**src/rtl/mem_access_pkg.sv**
```systemverilog
// Shared widths, funct3 codes and FSM state encoding for the MEM stage.
package mem_access_pkg;

    localparam int ADDR_LEN     = 32;
    localparam int REG_LEN      = 32;
    localparam int REG_ADDR_LEN = 5;

    localparam logic [2:0] F3_LB  = 3'b000;
    localparam logic [2:0] F3_LH  = 3'b001;
    localparam logic [2:0] F3_LW  = 3'b010;
    localparam logic [2:0] F3_LBU = 3'b100;
    localparam logic [2:0] F3_LHU = 3'b101;
    localparam logic [2:0] F3_SB  = 3'b000;
    localparam logic [2:0] F3_SH  = 3'b001;
    localparam logic [2:0] F3_SW  = 3'b010;

    localparam logic [REG_LEN-1:0] ZERO_WORD = '0;
    localparam logic ENABLE  = 1'b1;
    localparam logic DISABLE = 1'b0;

    typedef enum logic [1:0] {
        ST_IDLE   = 2'd0,
        ST_ACCESS = 2'd1,
        ST_DONE   = 2'd2
    } state_e;

    // Index of the final byte of an access: 0 for byte, 1 for half, 3 for word.
    function automatic logic [1:0] last_byte_idx(input logic [2:0] funct3);
        case (funct3[1:0])
            2'b00:   return 2'd0;
            2'b01:   return 2'd1;
            default: return 2'd3;
        endcase
    endfunction

endpackage

```
**src/rtl/mem_load_ext.sv**
```systemverilog
// Sign/zero extension of an assembled little-endian load word by access size.
module mem_load_ext
    import mem_access_pkg::*;
(
    input  logic [REG_LEN-1:0] bytes_i,
    input  logic [2:0]         funct3_i,
    output logic [REG_LEN-1:0] data_o
);

    logic sign_fill;

    always_comb begin
        data_o    = ZERO_WORD;
        sign_fill = 1'b0;
        case (funct3_i[1:0])
            2'b00: begin
                sign_fill = ~funct3_i[2] & bytes_i[7];
                data_o    = {{(REG_LEN-8){sign_fill}}, bytes_i[7:0]};
            end
            2'b01: begin
                sign_fill = ~funct3_i[2] & bytes_i[15];
                data_o    = {{(REG_LEN-16){sign_fill}}, bytes_i[15:0]};
            end
            default: data_o = bytes_i;
        endcase
    end

endmodule

```
**src/rtl/mem_access.sv**
```systemverilog
// MEM stage: byte-serial load/store engine over an 8-bit req/ack port, stalling the pipe while busy.
// Memory port: mem_req_o stays high until mem_ack_i; address/data hold until the ack edge.
module mem_access
    import mem_access_pkg::*;
(
    input  logic                    clk_in,
    input  logic                    rst_in,
    input  logic                    load_enable_i,
    input  logic                    store_enable_i,
    input  logic [ADDR_LEN-1:0]     load_store_addr_i,
    input  logic [2:0]              funct3_i,
    input  logic [REG_LEN-1:0]      store_data_i,
    input  logic [REG_LEN-1:0]      rd_data_i,
    input  logic [REG_ADDR_LEN-1:0] rd_addr_i,
    input  logic                    rd_write_enable_i,
    output logic                    mem_req_o,
    output logic                    mem_we_o,
    output logic [ADDR_LEN-1:0]     mem_addr_o,
    output logic [7:0]              mem_wdata_o,
    input  logic                    mem_ack_i,
    input  logic [7:0]              mem_rdata_i,
    output logic [REG_LEN-1:0]      rd_data_o,
    output logic [REG_ADDR_LEN-1:0] rd_addr_o,
    output logic                    rd_write_enable_o,
    output logic                    stall_req_o,
    output logic [1:0]              state_dbg_o
);

    state_e                  state_q, state_d;
    logic [1:0]              cnt_q, cnt_d;
    logic [ADDR_LEN-1:0]     addr_q, addr_d;
    logic [2:0]              funct3_q, funct3_d;
    logic [REG_LEN-1:0]      sdata_q, sdata_d;
    logic [REG_LEN-1:0]      bytes_q, bytes_d;
    logic [REG_ADDR_LEN-1:0] rd_addr_q, rd_addr_d;
    logic                    rd_we_q, rd_we_d;
    logic                    is_store_q, is_store_d;
    logic                    mem_op;
    logic [REG_LEN-1:0]      load_word;

    assign mem_op      = load_enable_i | store_enable_i;
    assign state_dbg_o = state_q;

    mem_load_ext u_ext (
        .bytes_i  (bytes_q),
        .funct3_i (funct3_q),
        .data_o   (load_word)
    );

    always_comb begin
        state_d           = state_q;
        cnt_d             = cnt_q;
        addr_d            = addr_q;
        funct3_d          = funct3_q;
        sdata_d           = sdata_q;
        bytes_d           = bytes_q;
        rd_addr_d         = rd_addr_q;
        rd_we_d           = rd_we_q;
        is_store_d        = is_store_q;
        mem_req_o         = DISABLE;
        mem_we_o          = DISABLE;
        mem_addr_o        = '0;
        mem_wdata_o       = 8'h00;
        rd_data_o         = ZERO_WORD;
        rd_addr_o         = '0;
        rd_write_enable_o = DISABLE;
        stall_req_o       = DISABLE;
        case (state_q)
            ST_IDLE: begin
                if (mem_op) begin
                    stall_req_o = ENABLE;
                    addr_d      = load_store_addr_i;
                    funct3_d    = funct3_i;
                    sdata_d     = store_data_i;
                    rd_addr_d   = rd_addr_i;
                    rd_we_d     = rd_write_enable_i;
                    is_store_d  = store_enable_i;
                    cnt_d       = 2'd0;
                    bytes_d     = ZERO_WORD;
                    state_d     = ST_ACCESS;
                end else begin
                    rd_data_o         = rd_data_i;
                    rd_addr_o         = rd_addr_i;
                    rd_write_enable_o = rd_write_enable_i;
                end
            end
            ST_ACCESS: begin
                stall_req_o = ENABLE;
                mem_req_o   = ENABLE;
                mem_we_o    = is_store_q;
                mem_addr_o  = addr_q + ADDR_LEN'(cnt_q);
                mem_wdata_o = sdata_q[{cnt_q, 3'b000} +: 8];
                if (mem_ack_i) begin
                    if (!is_store_q) begin
                        bytes_d[{cnt_q, 3'b000} +: 8] = mem_rdata_i;
                    end
                    cnt_d = cnt_q + 2'd1;
                    if (cnt_q == last_byte_idx(funct3_q)) begin
                        state_d = ST_DONE;
                    end
                end
            end
            ST_DONE: begin
                // Pipeline advances on this edge; inputs now belong to the next instruction.
                state_d = ST_IDLE;
                if (!is_store_q) begin
                    rd_data_o         = load_word;
                    rd_addr_o         = rd_addr_q;
                    rd_write_enable_o = rd_we_q;
                end
            end
            default: state_d = ST_IDLE;
        endcase
        if (rst_in) begin
            rd_write_enable_o = DISABLE;
            stall_req_o       = DISABLE;
        end
    end

    always_ff @(posedge clk_in) begin
        if (rst_in) begin
            state_q    <= ST_IDLE;
            cnt_q      <= 2'd0;
            addr_q     <= '0;
            funct3_q   <= 3'b000;
            sdata_q    <= ZERO_WORD;
            bytes_q    <= ZERO_WORD;
            rd_addr_q  <= '0;
            rd_we_q    <= DISABLE;
            is_store_q <= DISABLE;
        end else begin
            state_q    <= state_d;
            cnt_q      <= cnt_d;
            addr_q     <= addr_d;
            funct3_q   <= funct3_d;
            sdata_q    <= sdata_d;
            bytes_q    <= bytes_d;
            rd_addr_q  <= rd_addr_d;
            rd_we_q    <= rd_we_d;
            is_store_q <= is_store_d;
        end
    end

endmodule
```
**config.mk**
```make
export PLATFORM = sky130hd
export DESIGN_NAME = mem_access
export DESIGN_NICKNAME = d
export VERILOG_FILES = /design/src/rtl/mem_access_pkg.sv /design/src/rtl/mem_load_ext.sv /design/src/rtl/mem_access.sv
export SDC_FILE = /design/constraint.sdc
export NUM_CORES = 1
export LEC_CHECK = 0
export BUFFER_PORTS_ARGS = -buffer_cell sky130_fd_sc_hd__buf_4
export CAP_MARGIN = 10
export CELL_PAD_IN_SITES_DETAIL_PLACEMENT = 2
export CELL_PAD_IN_SITES_GLOBAL_PLACEMENT = 2
export CORE_MARGIN = 2
export CORE_UTILIZATION = 27
export DETAILED_ROUTE_END_ITERATION = 6
export PLACE_DENSITY = 0.76
export SETUP_SLACK_MARGIN = 0.1
export SYNTH_ARGS = -nofsm -noshare
export SYNTH_HDL_FRONTEND = slang
export SYNTH_SLANG_ARGS = --single-unit
```
**constraint.sdc**
```tcl
create_clock -name clk_in -period 3.4 [get_ports clk_in]
set_input_delay 0 -clock clk_in [delete_from_list [all_inputs] [get_ports clk_in]]
set_output_delay 0 -clock clk_in [all_outputs]
set_load 0.02 [all_outputs]
```
* Yosys cells after proc, flatten, opt, wreduce, memory -nomap -nowiden
Index checks and enable logic that the tools add are counted.
** Cells by class
- Add/subtract/negate cells :: 3
- Equal/unequal tests :: 8
- Shift-type cells :: 3
- Muxes and demuxes :: 33
- Bitwise operators :: 4
- Reductions and logical operators :: 7
** Operators with widths (number)
- 32-bit 2-to-1 mux :: 6
- 32-bit one-hot mux with 2 select lines :: 3
- 32-bit by 2-bit adder with 32-bit output :: 1
- 32-bit bitwise mux :: 1
- 8-bit by 7-bit variable shift with 32-bit output (first input constant) :: 1
- 32-bit by 6-bit variable part select with 8-bit output :: 1
- 8-bit by 7-bit variable part select with 32-bit output :: 1
- 2-bit 2-to-1 mux :: 7
- 2-bit one-hot mux with 2 select lines :: 3
- 5-bit 2-to-1 mux :: 2
- 5-bit one-hot mux with 2 select lines :: 1
- 8-bit 2-to-1 mux :: 1
- 2-bit inequality test (second input constant) :: 4
- 1-bit 2-to-1 mux :: 7
- 5-bit negation with 7-bit output :: 1
- 3-bit AND reduction :: 2
- 2-bit by 1-bit equality test with 1-bit output (second input constant) :: 2
- 2-bit logical NOT :: 2
- 1-bit one-hot mux with 2 select lines :: 2
- 4-bit AND reduction :: 1
- 2-bit by 1-bit adder with 2-bit output (second input constant) :: 1
- 1-bit AND :: 2
- 2-bit equality test :: 1
- 2-bit equality test (second input constant) :: 1
- other kinds (4) :: 4
** Storage, ports and cells
- Register bits after elaboration :: 110
- Input bits :: 118
- Output and inout port bits :: 83

* Longest topological paths before layout
- Word-level depth :: 8
- Gate-level depth with buffers :: 8
- Gate-level depth less buffers :: 6

* Modules after synthesis
Synthesis repeated with hierarchy kept, for this count alone.
** Unflattened totals
- Cell total of the unflattened synthesis :: 806
- Area, all modules :: 6038.3 um^2
** By module, submodules not included
- mem_access :: instances 1, cells each 739, area an instance 5683.0 um^2, sequential area each 2202.1 um^2
- mem_load_ext :: instances 1, cells each 67, area an instance 355.3 um^2, sequential area each 0.0 um^2

* Worst setup path after synthesis
No wires, ideal clock.
- Path type :: register to register
- Start :: reg cnt_q[1]
- End :: reg bytes_q[20]
- Data arrival time :: 2428 ps
- Slack :: 901 ps
- Cell stages (with the launch flop) :: 8
- Path buffers :: 1
- Cells stage by stage :: dfxtp_1 > clkbuf_1 > inv_1 > ha_1 > or4bb_1 > nor3_1 > nand3_1 > a21oi_1
** On the way
- Longest elaborated chain between the ends :: 6
- Elaborated cells on any way between the ends :: 7
** Ends and longest elaborated chain
- from (decl) :: RTL line mem_access.sv:30 : logic [1:0] cnt_q, cnt_d;
- from (signal assigned) :: RTL line mem_access.sv:133 : cnt_q <= cnt_d;
- 5-bit negation with 7-bit output * :: RTL line mem_access.sv:95 : bytes_d[{cnt_q, 3'b000} +: 8] = mem_rdata_i;
- 8-bit by 7-bit variable part select with 32-bit output / 8-bit by 7-bit variable shift with 32-bit output (equally long branches) :: RTL line mem_access.sv:95
- 32-bit bitwise mux * :: RTL line mem_access.sv:95
- 32-bit 2-to-1 mux * :: RTL line mem_access.sv:94 : if (!is_store_q) begin
- 32-bit 2-to-1 mux * :: RTL line mem_access.sv:93 : if (mem_ack_i) begin
- 32-bit one-hot mux with 2 select lines * :: RTL line mem_access.sv:68 : case (state_q)
- to (signal assigned) :: RTL line mem_access.sv:137 : bytes_q <= bytes_d;
- to (decl) :: RTL line mem_access.sv:34 : logic [REG_LEN-1:0] bytes_q, bytes_d;
Every way passes the cells marked *; elsewhere a longest branch is shown, timed or not. The select of a mux whose other input is x is not followed.
A chain may end at the register's enable or synchronous reset.

* Final worst setup path
- Start :: reg addr_q[0]
- End :: out mem_addr_o[30]
** On the way
- Longest elaborated chain between the ends :: 2
** Ends and longest elaborated chain
- from (decl) :: RTL line mem_access.sv:31 : logic [ADDR_LEN-1:0] addr_q, addr_d;
- from (signal assigned) :: RTL line mem_access.sv:134 : addr_q <= addr_d;
- 32-bit by 2-bit adder with 32-bit output :: RTL line mem_access.sv:91 : mem_addr_o = addr_q + ADDR_LEN'(cnt_q);
- 32-bit 2-to-1 mux :: RTL line mem_access.sv:68
- to (decl) :: RTL line mem_access.sv:18 : output logic [ADDR_LEN-1:0] mem_addr_o,
No other way between the ends.

==> impl_metrics.json <==
{
  "ant_nets": 0,
  "seq_power_share_pct": 43.0,
  "power.internal_mw": 2.273,
  "wl_mm": 24.98,
  "yosysTopAreaCell": "dfxtp_1",
  "cp-end-kind": "output pin",
  "clock_skew_ns": 0.007962,
  "setup_viol": 0,
  "crit_fanout": 10,
  "htree_levels": 3,
  "rows": 53,
  "postSynthAreaPerCell_um2": 7.376,
  "cts_setup_buffers": 0,
  "synth_ff_type": "dfxtp_1",
  "post-route-min-period_ns": 2.900,
  "ctsResizeCount": 0,
  "grt_pass1_vias": 7193,
  "track_usage_pct": 21.93,
  "die_area_um2": 22740,
  "fin_tns_setup_ns": 0,
  "fmax_mhz": 344.9,
  "vias_per_cell": 5.060,
  "switching_share_pct": 33.00,
  "synth_edf_count": 0,
  "cts.sinks": 110,
  "rrSetupSlack_ns": 0.99,
  "clkPwrFrac_pct": 32.5,
  "clkLatencyLatePin_ns": 0.36,
  "yosys_warnings": 0,
  "wl_per_cell_um": 18.84,
  "netlist.area_leader.share_pct": 37.84,
  "synth_seq_cells": 110,
  "final_hold_viol_count": 0,
  "place_ws_ns": 0.9052,
  "synthTopCellsByArea": "dfxtp_1 38%, nand2_1 12%, a21oi_1 11%",
  "grt_max_degree": 74,
  "min_to": "is_store_q",
  "power_frac_comb_pct": 24.4,
  "synth.distinct_cells": 44,
  "synth_nets": 914,
  "cts-root-buf": "clkbuf_16",
  "clk_pin_slew_ns": 0.08,
  "slew_viol_final": 0,
  "grt_overflow": 0,
  "whs_path_depth": 4,
  "start_util_pct": 27.60,
  "fin_util_pct": 41.54,
  "slew_headroom_pct": 31.34,
  "drive_above_1_share_pct": 24.55,
  "fin_crit_sh_pct": 85.28,
  "r2r_start": "cnt_q[0]",
  "setup.worst_path.start_class": "flop",
  "maxCapViolations": 0,
  "hold_start": "load_enable_i",
  "required_ns": 3.40,
  "timing.rr.end": "bytes_q[11]",
  "layout_common_cells": "220 x buf_4, 182 x nand2_1, 128 x a21oi_1, 110 x dfxtp_1, 83 x dlygate4sd3_1",
  "vias": 6710,
  "dp_hpwl_mm": 15.86,
  "crit_chain": "ha_1 -> fa_1 -> nand4_1 -> or4_1 -> or4_1 -> a21oi_1 -> buf_4",
  "drtPass1Iterations": 4,
  "antenna_found_initial": 5,
  "arrival_ns": 2.90,
  "seq_area_frac_synth_pct": 37.84,
  "nNetsFinal": 1167,
  "gp_congestion": 0.7632,
  "ios": 201,
  "drc": 0,
  "area_growth_pct": 50.53,
  "status": "complete, no violations",
  "numPortBuffers": 200,
  "vdd_ir_drop_max_v": 0.0002445,
  "grt_pass1_wl_mm": 38.93,
  "max_stage_delay_ns": 0.62,
  "fin_ws_ns": 0.5004,
  "rsz0062_at_grt": "no",
  "min_path_type": "in -> reg",
  "critPathSlowestCell": "or4_1",
  "first_iter_violations": 200,
  "fp.dieW_um": 150.8,
  "postSynth.asyncResetShare_pct": 0,
  "cts_tree": "built",
  "rr_worst_depth": 8,
  "power_leakage_nw": 3.493,
  "cts.path.max_buffers": 2,
  "tightest_slew_ns": 1.026,
  "powerDensity_nw_per_um2": 387.2,
  "numCtsBuffers": 9,
  "p_switching_mw": 1.120,
  "die_h_um": 150.8,
  "final_common_cell": "buf_4",
  "cp_num_buf_inv": 1,
  "syn_area_um2": 5819,
  "critical_path_class": "reg -> out",
  "crit_family": "simple AND/OR/NAND/NOR gates",
  "syn_inst": 789,
  "path_common_cell": "or4_1",
  "coreArea_um2": 21090
}
==> repair_timing <==
action / 4_1_cts / 5_1_grt
endpoints found under the setup margin: 0 / 0
hold buffers: 83 / 0
hold endpoints to repair: 109 / 0
==> cell usage after synthesis, drive strengths merged, types with 8 or more instances <==
library cell,count
a21oi,128
o21ai,38
nor2b,20
a22o,8
a22oi,15
nand4,9
buf,8
clkbuf,54
nand2,182
nand3,47
nor2,26
or4,11
mux4,8
or3,12
inv,11
and2,11
nand2b,33
dfxtp,110
==> worst min-delay path, delay by kind of cell <==
kind | cells | cell delay (ns)
compound gates | 1 | 0.05
buf+inv | 1 | 0.15
simple gates | 2 | 0.13
==> cell families (layout without fill, tap and decap cells) <==
group                    after synthesis  count (layout)  synth area share, %
XOR/XNOR                              11              11                1.656
other                                  0               4                    0
buffers and inverters                 73             331                4.816
adder cells (fa/ha/maj)                7               7                1.634
multiplexers                           9               9                3.268
flip-flops                           110             110                37.84
AND/OR/NAND/NOR                      375             375                31.31
AO/OA/AOI/OAI                        204             204                19.48
==> power by group through the flow <==
stage	clock network, mW	logic (mW)	registers [mW]
detailed placement	0	0.741	1.49
global placement	0	0.727	1.48
floorplan	0	0.426	1.45
global route	1.18	0.909	1.47
CTS	1.13	0.823	1.46
finish	1.10	0.829	1.46
==> cell type report <==
type	count	area [um^2]
flip-flops and latches	110	2202
fillers	2429	12330
repair buffers	304	2502
multi-input cells	606	3356
clock buffers	9	225.2
well taps	275	344.1
diodes	4	10.01
inverters	11	41.29
clock inverters	7	78.83
==> flip-flops by register name (all words and copies together) (netlist names) <==
name	flops
state_dbg_o	2
addr_q	32
rd_we_q	1
bytes_q	32
funct3_q	3
rd_addr_q	5
cnt_q	2
sdata_q	32
is_store_q	1
==> routing by layer <==
| metal | track usage (%) | up-vias | share of wire, % |
|---|---|---|---|
| met3 | 3.434 | 39 | 3.8 |
| met1 | 26.99 | 3286 | 43 |
| li1 | - | 3235 | - |
| met4 | 6.636 | 0 | 2.5 |
| met2 | 39.34 | 150 | 51 |
| met5 | 0 | - | 0 |
==> stage by stage <==
stage / instance area, um^2 / std cells / power [mW] / hold WS, ns
4_1_cts: 8750 / 1322 / 3.407 / 0.001777
2_1_floorplan: 5819 / 789 / 1.876 / 0.08770
3_5_place_dp: 7615 / 1223 / 2.228 / 0.2585
6_report: 8760 / 1326 / 3.392 / 0.003450
5_1_grt: 8760 / 1326 / 3.560 / 0.03664
3_3_place_gp: 7615 / 1223 / 2.207 / 0.2537
==> worst max path at each step <==
stage	end	startpoint	slack, ns	cells after the start
5_1_grt	mem_addr_o[30]	cnt_q[0]	0.33	7
2_1_floorplan	bytes_q[20]	cnt_q[1]	0.90	7
3_3_place_gp	mem_addr_o[30]	cnt_q[0]	0.95	7
3_5_place_dp	mem_addr_o[30]	addr_q[0]	0.91	7
4_1_cts	mem_addr_o[30]	addr_q[0]	0.49	7
6_report	mem_addr_o[30]	addr_q[0]	0.50	7
(Power assumes the default switching activity.)
